===== src/rtl/mmc_cmd_ctrl.sv =====
// MMC CMD-line sequencer: frames a command with CRC7, shifts it out, then
// optionally turns the line around and captures a 48-bit response.
module mmc_cmd_ctrl #(
  parameter int CLKDIV  = 4,
  parameter int TIMEOUT = 64,
  parameter int NCC     = 8
) (
  input  logic        clk,
  input  logic        rst,
  input  logic        cmd_valid,
  output logic        cmd_ready,
  input  logic [5:0]  cmd_index,
  input  logic [31:0] cmd_arg,
  input  logic        cmd_resp_en,
  output logic        rsp_valid,
  output logic [1:0]  rsp_status,
  output logic [5:0]  rsp_index,
  output logic [31:0] rsp_arg,
  output logic        busy,
  output logic        cmd_o,
  output logic        cmd_oe,
  input  logic        cmd_i
);

  localparam int DW = $clog2(CLKDIV);
  localparam int CW = 16;

  typedef enum logic [2:0] {IDLE, TX, TURN, WAIT, RX, GAP, DONE} state_t;

  state_t         state_q, state_d;
  logic [DW-1:0]  div_q;
  logic [CW-1:0]  cnt_q, cnt_d;
  logic [47:0]    frame_q;
  logic           resp_en_q;
  logic [45:0]    rx_q;
  logic [1:0]     res_status_q, rsp_status_q;
  logic [5:0]     res_index_q, rsp_index_q;
  logic [31:0]    res_arg_q, rsp_arg_q;
  logic           tick;
  logic [47:0]    rx_word;
  logic [6:0]     rx_crc, tx_crc;

  function automatic logic [6:0] crc7(input logic [39:0] d);
    logic [6:0] c;
    logic       fb;
    c = '0;
    for (int i = 39; i >= 0; i--) begin
      fb = d[i] ^ c[6];
      c  = {c[5:0], 1'b0};
      if (fb) c = c ^ 7'h09;
    end
    return c;
  endfunction

  assign tick    = (div_q == DW'(CLKDIV - 1));
  // Start bit is implied; the final tick's bit completes the response word.
  assign rx_word = {1'b0, rx_q, cmd_i};
  assign rx_crc  = crc7(rx_word[47:8]);
  assign tx_crc  = crc7({2'b01, cmd_index, cmd_arg});

  always_ff @(posedge clk) begin
    if (rst) state_q <= IDLE;
    else     state_q <= state_d;
  end

  always_comb begin
    state_d = state_q;
    cnt_d   = cnt_q;
    case (state_q)
      IDLE: if (cmd_valid) begin
        state_d = TX;
        cnt_d   = '0;
      end
      TX: if (tick) begin
        if (cnt_q == CW'(47)) begin
          state_d = resp_en_q ? TURN : GAP;
          cnt_d   = '0;
        end else cnt_d = cnt_q + 1'b1;
      end
      TURN: if (tick) begin
        if (cnt_q == CW'(1)) begin
          state_d = WAIT;
          cnt_d   = '0;
        end else cnt_d = cnt_q + 1'b1;
      end
      WAIT: if (tick) begin
        if (!cmd_i) begin
          state_d = RX;
          cnt_d   = '0;
        end else if (cnt_q == CW'(TIMEOUT - 1)) begin
          state_d = GAP;
          cnt_d   = '0;
        end else cnt_d = cnt_q + 1'b1;
      end
      RX: if (tick) begin
        if (cnt_q == CW'(46)) begin
          state_d = GAP;
          cnt_d   = '0;
        end else cnt_d = cnt_q + 1'b1;
      end
      GAP: if (tick) begin
        if (cnt_q == CW'(NCC - 1)) begin
          state_d = DONE;
          cnt_d   = '0;
        end else cnt_d = cnt_q + 1'b1;
      end
      DONE:    state_d = IDLE;
      default: state_d = IDLE;
    endcase
  end

  always_comb begin
    cmd_ready = 1'b0;
    busy      = 1'b1;
    cmd_oe    = 1'b0;
    cmd_o     = 1'b1;
    rsp_valid = 1'b0;
    case (state_q)
      IDLE: begin
        cmd_ready = 1'b1;
        busy      = 1'b0;
      end
      TX: begin
        cmd_oe = 1'b1;
        cmd_o  = frame_q[47];
      end
      GAP:     cmd_oe = 1'b1;
      DONE:    rsp_valid = 1'b1;
      default: ;
    endcase
  end

  always_ff @(posedge clk) begin
    if (rst) begin
      div_q        <= '0;
      cnt_q        <= '0;
      frame_q      <= '1;
      resp_en_q    <= 1'b0;
      rx_q         <= '0;
      res_status_q <= 2'b00;
      res_index_q  <= '0;
      res_arg_q    <= '0;
      rsp_status_q <= 2'b00;
      rsp_index_q  <= '0;
      rsp_arg_q    <= '0;
    end else begin
      cnt_q <= cnt_d;
      if (state_q == IDLE || state_d != state_q || tick) div_q <= '0;
      else                                               div_q <= div_q + 1'b1;

      if (state_q == IDLE && cmd_valid) begin
        frame_q      <= {2'b01, cmd_index, cmd_arg, tx_crc, 1'b1};
        resp_en_q    <= cmd_resp_en;
        res_status_q <= 2'b00;
      end
      if (state_q == TX && tick) frame_q <= {frame_q[46:0], 1'b1};
      if (state_q == WAIT && tick) begin
        rx_q <= '0;
        if (cmd_i && cnt_q == CW'(TIMEOUT - 1)) begin
          res_status_q <= 2'b01;
          res_index_q  <= '0;
          res_arg_q    <= '0;
        end
      end
      if (state_q == RX && tick) begin
        rx_q <= {rx_q[44:0], cmd_i};
        if (cnt_q == CW'(46)) begin
          res_index_q <= rx_word[45:40];
          res_arg_q   <= rx_word[39:8];
          if (rx_crc != rx_word[7:1]) res_status_q <= 2'b10;
          else if (!rx_word[0])       res_status_q <= 2'b11;
          else                        res_status_q <= 2'b00;
        end
      end
      if (state_q == GAP && state_d == DONE) begin
        rsp_status_q <= res_status_q;
        rsp_index_q  <= res_index_q;
        rsp_arg_q    <= res_arg_q;
      end
    end
  end

  assign rsp_status = rsp_status_q;
  assign rsp_index  = rsp_index_q;
  assign rsp_arg    = rsp_arg_q;

endmodule


===== config.mk =====
export PLATFORM = sky130hd
export DESIGN_NAME = mmc_cmd_ctrl
export DESIGN_NICKNAME = d
export VERILOG_FILES = /design/src/rtl/mmc_cmd_ctrl.sv
export SDC_FILE = /design/constraint.sdc
export NUM_CORES = 1
export LEC_CHECK = 0
export BUFFER_PORTS_ARGS = -buffer_cell sky130_fd_sc_hd__clkbuf_2
export CELL_PAD_IN_SITES_DETAIL_PLACEMENT = 0
export CELL_PAD_IN_SITES_GLOBAL_PLACEMENT = 1
export CORE_MARGIN = 2
export CORE_UTILIZATION = 45
export DETAILED_ROUTE_END_ITERATION = 8
export GPL_TIMING_DRIVEN = 0
export MAX_ROUTING_LAYER = met4
export PLACE_DENSITY_LB_ADDON = 0.12
export SLEW_MARGIN = 20
export SYNTH_ARGS = -nofsm -noshare
export SYNTH_HDL_FRONTEND = slang
export SYNTH_SLANG_ARGS = --single-unit

===== constraint.sdc =====
create_clock -name clk -period 3.55 [get_ports clk]
set_input_delay 0.71 -clock clk [delete_from_list [all_inputs] [get_ports clk]]
set_output_delay 0.71 -clock clk [all_outputs]
set_load 0.05 [all_outputs]

## After elaboration in Yosys (flattened, before gate mapping)

Cells that the tools add are included.

- Bits in registers: 195
- Output and inout bits: 45
- Input port bits: 43
- Word-level logic and storage cells: 328

- Multiplexer cells: 128
- Add/subtract/negate cells: 2
- Reduce and logical (&&, ||, !) cells: 15
- Bitwise logic cells: 150
- Eq/ne operators: 21

Operators by type and width:

| operator | count |
|---|---|
| $mux 4 | 77 |
| $mux 16 | 12 |
| $not 2->2 | 75 |
| $mux 32 | 4 |
| $mux 48 | 2 |
| $pmux 16 s6 | 1 |
| $mux 46 | 2 |
| $xor 1x1->1 | 69 |
| $eq 16x6->1 const B | 3 |
| $mux 3 | 13 |
| $mux 6 | 4 |
| $pmux 3 s6 | 1 |
| $add 16x1->16 const B | 1 |
| $eq 16x1->1 const B | 1 |
| $eq 16x3->1 const B | 1 |
| $mux 2 | 7 |
| $eq 3x3->1 const B | 4 |
| $ne 2x2->1 const B | 6 |
| $ne 7x7->1 | 1 |
| $reduce_and 7->1 | 1 |
| $eq 3x2->1 const B | 2 |
| $logic_and 1x1->1 | 6 |
| $reduce_bool 6->1 | 1 |
| $xor 1x1->1 const B | 6 |
| other kinds (9) | 16 |

## Longest topological paths before layout

Gate-level depths: netlist of the first run.

- Word-level depth: 81
- Mapped depth: 10
- Depth with buffers taken out: 8

## Least setup slack after synthesis of the first run

OpenSTA, ideal clock, no wires.

- Kind: input to register
- Start point: in cmd_index[5]
- End point: reg frame_q[5]
- Path buffers: 0
- Stages: 7
- Setup slack: 336 ps
- Data arrival time: 3077 ps
- Required time: 3413 ps
- Setup time: 137 ps
- Cells stage by stage: xnor3_1 xnor3_2 xnor3_1 xnor3_2 xnor3_1 a2111oi_2 a22oi_1

- Word-level cells in the longest chain between the ends: 31
- Elaborated cells on any way between the ends: 76
- Classes of those cells: mux: 39; bitwise: 37

Ends and longest elaborated chain:

| what | RTL line | RTL |
|---|---|---|
| start, declared | 12 | `input logic [5:0] cmd_index,` |
| $mux 4 * | 50 | `if (fb) c = c ^ 7'h09;` |
| $xor 1x1->1 or $mux 4 (tied branches) | 48, 50 |  |
| $mux 4 | 50 |  |
| $xor 1x1->1 (tied with other cells) | 48 | `fb = d[i] ^ c[6];` |
| $mux 4 | 50 |  |
| $xor 1x1->1 (tied with other cells) | 48 |  |
| $mux 4 | 50 |  |
| $mux 4 (tied with other cells) | 50 |  |
| [15 not listed] | n/a |  |
| $xor 1x1->1 (tied with other cells) | 48 |  |
| $mux 4 | 50 |  |
| $mux 4 (tied with other cells) | 50 |  |
| $mux 4 | 50 |  |
| $not 2->2 (no source line) or $xor 1x1->1 (tied branches) | n/a |  |
| $mux 4 * | 50 |  |
| $mux 48 * | 151 | `if (state_q == IDLE && cmd_valid) begin` |
| $mux 48 * | 156 | `if (state_q == TX && tick) frame_q <= {frame_q[46:0], 1'b1};` |
| end signal, assigned | 152 | `frame_q <= {2'b01, cmd_index, cmd_arg, tx_crc, 1'b1};` |
| end signal, assigned | 156 |  |
| end, declared | 33 | `logic [47:0] frame_q;` |

Mark *: on every way between the ends. The rest lies on a longest branch, timed or not. The select of a mux whose other input is x is not followed.
A chain may end at the register's enable or synchronous reset.

## Worst setup path after layout of the first run

- Start point: reg cnt_q[9]
- End point: reg res_arg_q[16]

- Word-level cells in the longest chain between the ends: 6
- Elaborated cells on any way between the ends: 7
- Classes of those cells: eq/ne: 2; mux: 4; reduce/logical: 1

Ends and longest elaborated chain:

| what | RTL line | RTL |
|---|---|---|
| start, declared | 32 | `logic [CW-1:0] cnt_q, cnt_d;` |
| start signal, assigned | 147 | `cnt_q <= cnt_d;` |
| $eq 16x6->1 | 159 | `if (cmd_i && cnt_q == CW'(TIMEOUT - 1)) begin` |
| $logic_and 1x1->1 | 159 |  |
| $mux 32 | 159 |  |
| $mux 32 | 157 | `if (state_q == WAIT && tick) begin` |
| $mux 32 | 167 | `if (cnt_q == CW'(46)) begin` |
| $mux 32 * | 165 | `if (state_q == RX && tick) begin` |
| end signal, assigned | 169 | `res_arg_q <= rx_word[39:8];` |
| end, declared | 38 | `logic [31:0] res_arg_q, rsp_arg_q;` |

Mark *: on every way between the ends. The rest lies on a longest branch, timed or not.

==> results.cfg, run 1 <==
[yosys]
ys_warn_count = 0
netlist.area_leader.share_pct = 44.3
yosysUniqueCellTypes = 50
ys_seq_area_share_pct = 44.3
synth_common_cells = dfxtp_1, nand2_1, nor2_1, a22oi_1
syn-cell-area_um2 = 8820
synth_enable_flop_cells = 0
yosysTopAreaCell = dfxtp_1
syn_inst = 969
syn_nets = 1016
synth_ff_type = dfxtp_1
synthArstFlopShare_pct = 0
synth.area.top_cells = dfxtp_1, nand2_1, a22oi_1, xnor2_1, xnor3_1
yosysMostFrequentCell = dfxtp_1
ys_ff_latch = 195
syn_area_per_cell_um2 = 9.10

[place]
dp_hpwl_um = 15400
detailedPlace.worstSlack_ns = -0.0473
place_area_um2 = 9590
dp_cells = 1321
gp_congestion = 0.837
portBuffers = 87

[clocking]
cts_resized = 0
numCtsBuffers = 17
root_buffer = clkbuf_16
clkLatencyLatePin_ns = 0.43
clk_path_buf_depth = 2
cts_max_level = 4
cts_tree = built
cts_setup_buffers = 0
cts_sinks = 195
cts.clk_slew.worst_paths_ns = 0.07
hold_buffers = 0

[die]
initial_core_util_pct = 45.6
fp.dieW_um = 144
ios = 88
die-height_um = 144
dieArea_um2 = 20700
core_area_um2 = 19300
placementRows = 51

[finish]
fill_cells = 1838
syn_to_final_growth_pct = 15.4
antennaDiodeCount = 0
drive_above_1_share_pct = 11.5
fin_area_um2 = 10200
fin_nets = 1122
final-instance-count-excl-fill = 1347

[global_routing]
grt_pass1_vias = 6466
grt_usage_pct = 21.3
grt_antenna_before_repair = 0
overflow = 0
grt_max_degree = 17
grt_pass1_wl_um = 33900

[worst_setup_path]
r2r_slack_ns = 0.25
end_kind = flip-flop
worst-endpoint-required_ns = 3.91
cp-start-kind = flip-flop
crit_fanout = 10
critPathKind = reg2reg
arrival_ns = 3.66

[power_and_ir_drop]
p_seq_share_pct = 43.8
cellLeakagePower_nw = 4.01
cell_internal_pwr_mw = 3.94
power_frac_clock_pct = 37.9
power_density_nw_per_um2 = 517
p_comb_share_pct = 18.3
p_sw_mw = 1.31
switching_share_pct = 25.0
vdd_drop_max_uv = 378

[sta]
fin_crit_sh_pct = 93.0
skew_ns = 0.0141
drv_slew = 0
hold_viol = 0
slew_headroom_pct = 31.9
hold-worst-slack_ns = 0.434
finalWorstSetupSlack_ns = 0.250
rsz0062_at_grt = no
fmax_mhz = 303
min_period_ns = 3.30
worstMarginPinSlew_ns = 1.02
finalSetupViolCount = 0
fin_tns_setup_ns = 0

[min_path]
hold_path.class = reg2reg

[routing]
routed.top_layer = met4
drt-met1-wl_um = 10800
drtIter0Drc = 415
post-route-drc-count = 0
wl_per_cell_um = 15.6
met2_length_um = 9170
num_vias = 7060
firstDrtPassIters = 7
wl_met3_um = 1030
routed_wirelength_um = 21100
postRouteAntennaNets = 0
vias_per_cell = 5.24

[job]
drv_cap = 0

[run_status]
outcome = complete, no violations
==> worst max-delay path: stages, from the launching register on <==
cell	delay, ns
dfxtp_1	0.34
or4_1	0.56
or3_1	0.33
nor4_1	0.78
clkbuf_1	0.50
clkbuf_1	0.43
a22oi_1	0.16
nor2_1	0.13
==> through the flow <==
stage | power, mW | util (%)
after global routing | 5.49 | 52.6
after global placement | 3.31 | 49.6
after floorplan | 3.12 | -
after CTS | 5.31 | 52.6
after detailed placement | 3.32 | 49.6
final | 5.26 | 52.6
==> final cells by class <==
class	count	area [µm²]	area share, %
Clock buffer	21	460	4.52
Tap cell	265	332	3.26
Sequential cell	195	3900	38.4
Inverter	9	33.8	0.332
Timing Repair Buffer	87	435	4.28
Clock inverter	5	129	1.27
Buffer	70	264	2.59
Multi-Input combinational cell	695	4620	45.4
==> cells by family (layout without fill, tap and decap cells) <==
logic type / after synthesis / count (layout) / synth area share [%]
fa+ha+maj: 4 / 4 / 0.568
buf+inv: 79 / 192 / 3.38
mux: 4 / 4 / 0.482
simple gates: 352 / 352 / 16.5
flops: 195 / 195 / 44.3
xor+xnor: 130 / 130 / 18.0
compound gates: 205 / 205 / 16.8
==> placed cells by master (no fill, tap or decap), types with 3 or more instances in the layout <==
cell       Yosys  final
nor4_1         4      4
nand4_1       10     10
nand2_1      182    182
xnor3_1       25     25
bufinv_16      0      4
a22oi_1       86     86
and3_1         5      5
ha_1           4      4
a221oi_1      42     42
xnor3_2        3      3
nor3_1         8      7
xor2_1        29     29
and2_1         4      4
inv_1          9      9
clkbuf_2       0     87
a211oi_1       6      6
nand3_1        7      7
dfxtp_1      195    195
a21oi_1       45     45
clkbuf_1      68     70
o21ai_0        9      9
xnor2_1       68     68
or3_1          4      4
clkbuf_16      0     17
nor2_1       117    117
or4_1          3      3
==> per-layer routing <==
metal | up-vias | GRT usage, %
li1 | 3591 | -
met1 | 3298 | 31.1
met2 | 163 | 31.2
met3 | 8 | 3.97
met4 | 0 | 3.97
met5 | - | -
==> worst paths after layout <==
path | cells past startpoint | from | to
hold / removal | 1 | div_q[0] | div_q[0]
setup reg to reg | 7 | cnt_q[9] | res_arg_q[16]
setup / recovery | 7 | cnt_q[9] | res_arg_q[16]
hold reg to reg | 1 | div_q[0] | div_q[0]
==> power by group through the flow <==
stage               combinational (mW)  sequential, mW  clock, mW
detailed placement               0.965            2.35          0
floorplan                        0.778            2.34          0
CTS                              0.968            2.30       2.03
global placement                 0.956            2.35          0
global route                      1.05            2.31       2.13
finish                           0.961            2.30       1.99
==> state kept, by name (all words and copies together) (netlist names) <==
name,flops
rsp_status,2
cnt_q,16
state_q,3
res_status_q,2
rx_q,46
rsp_arg,32
res_arg_q,32
res_index_q,6
rsp_index,6
frame_q,47
div_q,2
resp_en_q,1
(Power assumes the default switching activity.)
==> inputs of run 2 (changes only) <==
PLACE_DENSITY_LB_ADDON = 0.15   (was 0.12)
==> results.cfg, run 2 (synthesis results as in run 1) <==
[run_status]
outcome = complete, no violations

[worst_setup_path]
arrival_ns = 3.59
critPathKind = reg2reg
rr_worst_depth = 9
crit_fanout = 10
worst-endpoint-required_ns = 3.87
end_kind = flip-flop
cp-start-kind = flip-flop

[clocking]
clk_path_buf_depth = 2
cts_sinks = 195
root_buffer = clkbuf_16
clkLatencyLatePin_ns = 0.43
hold_buffers = 0
cts.clk_slew.worst_paths_ns = 0.08
cts_setup_buffers = 0
cts_resized = 0
cts_max_level = 4
numCtsBuffers = 17
cts_tree = built

[sta]
fin_crit_sh_pct = 92.0
finalWorstSetupSlack_ns = 0.284
finalSetupViolCount = 0
fin_tns_setup_ns = 0
fmax_mhz = 306
hold_viol = 0
drv_slew = 0
hold-worst-slack_ns = 0.427
slew_headroom_pct = 37.5
worstMarginPinSlew_ns = 0.938
skew_ns = 0.0117
rsz0062_at_grt = no
min_period_ns = 3.27

[routing]
num_vias = 7093
postRouteAntennaNets = 0
routed_wirelength_um = 20900
firstDrtPassIters = 5
vias_per_cell = 5.24
drtIter0Drc = 429
wl_per_cell_um = 15.4
post-route-drc-count = 0

[die]
ios = 88
fp.dieW_um = 144
placementRows = 51
core_area_um2 = 19300
dieArea_um2 = 20700
die-height_um = 144
initial_core_util_pct = 45.6

[min_path]
hold_path.class = reg2reg
min_path_cells = 1

[place]
dp_hpwl_um = 15200
gp_congestion = 0.839
portBuffers = 87
place_area_um2 = 9590
detailedPlace.worstSlack_ns = -0.0668
dp_cells = 1321

[global_routing]
overflow = 0
grt_max_degree = 19
grt_antenna_before_repair = 0
grt_usage_pct = 21.6
grt_pass1_wl_um = 34600
grt_pass1_vias = 6631

[finish]
final-instance-count-excl-fill = 1353
antennaDiodeCount = 0
largest_reg_flops = 47
largest_register = frame_q
drive_above_1_share_pct = 12.3
fill_cells = 1875
final_cell_mix = dfxtp_1, nand2_1, nor2_1
syn_to_final_growth_pct = 15.4
utilization_pct = 52.6
fin_nets = 1122
final_common_cell = dfxtp_1
fin_area_um2 = 10200
reg.largest.list = frame_q (47), rx_q (46)

[power_and_ir_drop]
cellLeakagePower_nw = 4.01
finalPower_mw = 5.16
power_density_nw_per_um2 = 507
vdd_drop_max_uv = 308

[job]
drv_cap = 0
-- run 2: final cells by class --
cell class                      count  area [µm²]  area share, %
Buffer                             70         264           2.59
Tap cell                          265         332           3.26
Inverter                            9        33.8          0.332
Clock inverter                     15         150           1.48
Sequential cell                   195        3900           38.4
Clock buffer                       17         425           4.18
Timing Repair Buffer               87         435           4.28
Multi-Input combinational cell    695        4630           45.5
-- run 2: worst max-delay path, cell delays in order, from the launching register on --
cell,delay (ns)
dfxtp_1,0.34
or4_1,0.57
or4_1,0.58
nor3_1,0.39
a211o_1,0.19
o21ai_0,0.08
a221o_1,0.31
o21bai_2,0.31
buf_2,0.29
nor2_1,0.08
-- run 2: routing by layer --
layer,up-vias,wire length (µm),part of all wire [%],GRT usage (%)
met5,-,0,0,-
li1,3595,-,-,-
met4,0,161,0.77,5.31
met1,3351,10700,51,31.1
met2,136,9240,44,32.1
met3,11,769,3.7,3.28
-- run 2: final timing paths --
path	startpoint	endpoint	slack, ns
min	div_q[0]	div_q[0]	0.43
max	cnt_q[9]	cnt_q[9]	0.28
max reg2reg	cnt_q[9]	cnt_q[9]	0.28
min reg2reg	div_q[0]	div_q[0]	0.43
-- run 2: power by group --
group,internal (mW),switching [mW]
sequential,2.26,0.0413
clock,0.988,0.908
combinational,0.485,0.475
total,3.73,1.42
==> inputs of run 3 (changes only) <==
CORE_MARGIN = 5   (was 2)
==> results.cfg, run 3 (synthesis results as in run 1) <==
[worst_setup_path]
path_delay_family = simple AND/OR/NAND/NOR gates
critPathKind = reg2reg
path_cells = or4_1 -> or4_1 -> nor3_1 -> a211o_1 -> o21ai_0 -> a221o_1 -> o21bai_2 -> buf_2 -> nor2_1
max_stage_delay_ns = 0.57
worst-endpoint-required_ns = 3.87
crit_fanout = 10
path_buf_inv = 1
arrival_ns = 3.54
end_kind = flip-flop
cpMostUsedCell = or4_1
cp-start-kind = flip-flop
crit_path_top_delay_cell = or4_1

[place]
gp_congestion = 0.836
portBuffers = 87
dp_hpwl_um = 15600
place_area_um2 = 9590
detailedPlace.worstSlack_ns = -0.0647

[finish]
largest_register = frame_q
final_cell_mix = dfxtp_1, nand2_1, nor2_1
antennaDiodeCount = 0
syn_to_final_growth_pct = 15.8
fin_area_um2 = 10200
drive_above_1_share_pct = 12.1
final_common_cell = dfxtp_1
fin_nets = 1122
largest_reg_flops = 47
reg.largest.list = frame_q (47), rx_q (46)

[die]
core_area_um2 = 19400
fp.dieW_um = 150
placementRows = 51
initial_core_util_pct = 45.5
ios = 88
dieArea_um2 = 22500
die-height_um = 150

[sta]
hold-worst-slack_ns = 0.435
fin_tns_setup_ns = 0
finalSetupViolCount = 0
min_period_ns = 3.22
worstMarginPinSlew_ns = 0.970
hold_viol = 0
fin_crit_sh_pct = 90.8
skew_ns = 0.0112
finalWorstSetupSlack_ns = 0.326
drv_slew = 0
rsz0062_at_grt = no
slew_headroom_pct = 35.3
fmax_mhz = 310

[global_routing]
grt_usage_pct = 20.1
overflow = 0
grt_max_degree = 17
grt_antenna_before_repair = 0
grt_pass1_vias = 6864
grt_pass1_wl_um = 35600

[min_path]
hold_path.class = reg2reg

[clocking]
clkLatencyLatePin_ns = 0.43
cts.clk_slew.worst_paths_ns = 0.07
cts_setup_buffers = 0
cts_tree = built
cts_sinks = 195
cts_max_level = 4
root_buffer = clkbuf_16
cts_resized = 0
clk_path_buf_depth = 2
numCtsBuffers = 17
hold_buffers = 0

[power_and_ir_drop]
power_density_nw_per_um2 = 513
cellLeakagePower_nw = 4.02
vdd_drop_max_uv = 311
finalPower_mw = 5.24

[routing]
num_vias = 7101
drtIter0Drc = 528
routed_wirelength_um = 21200
post-route-drc-count = 0
vias_per_cell = 5.25
firstDrtPassIters = 5
postRouteAntennaNets = 0
wl_per_cell_um = 15.7

[run_status]
outcome = complete, no violations

[job]
drv_cap = 0
## run 3: cell types whose count changed in the layout (fill, tap and decap cells not counted), sizes merged
cell and change:
clkinv -4, clkbuf +6, bufinv +1, clkinvlp -1, inv -2
## run 3: path summary, 6_finish.rpt
| path | start | end | slack [ns] | cells after the start |
|---|---|---|---|---|
| setup / recovery | cnt_q[9] | cnt_q[9] | 0.33 | 9 |
| hold reg to reg | div_q[0] | div_q[0] | 0.44 | 1 |
| hold / removal | div_q[0] | div_q[0] | 0.44 | 1 |
| setup reg to reg | cnt_q[9] | cnt_q[9] | 0.33 | 9 |
## run 3: final cells by class
class                           instances  area (µm²)
Clock inverter                          9         118
Timing Repair Buffer                   87         435
Fill cell                            1910        9190
Multi-Input combinational cell        695        4630
Inverter                                9        33.8
Sequential cell                       195        3900
Tap cell                              265         332
Clock buffer                           23         488
Buffer                                 70         264
## run 3: metrics by stage
step,cells,utilization (%)
6_report,1353,52.6
3_5_place_dp,1321,49.4
5_1_grt,1353,52.6
3_3_place_gp,1321,49.4
2_1_floorplan,969,-
4_1_cts,1353,52.6
## run 3: worst register-to-register path: stages (launching register included)
cell	delay, ns
dfxtp_1	0.34
or4_1	0.55
or4_1	0.57
nor3_1	0.41
a211o_1	0.20
o21ai_0	0.08
a221o_1	0.31
o21bai_2	0.30
buf_2	0.29
nor2_1	0.08
## run 3: metal layers
layer / share of wire, % / GRT usage, % / up-vias
met4: 1.1 / 5.31 / 0
li1: - / - / 3588
met1: 51 / 29.4 / 3331
met5: 0 / - / -
met3: 4.0 / 3.42 / 17
met2: 44 / 29.0 / 165
## run 3: power by group
part	total [mW]	internal, mW	switching (mW)
Sequential	2.30	2.26	0.0422
Clock	1.98	1.13	0.852
Combinational	0.961	0.485	0.476
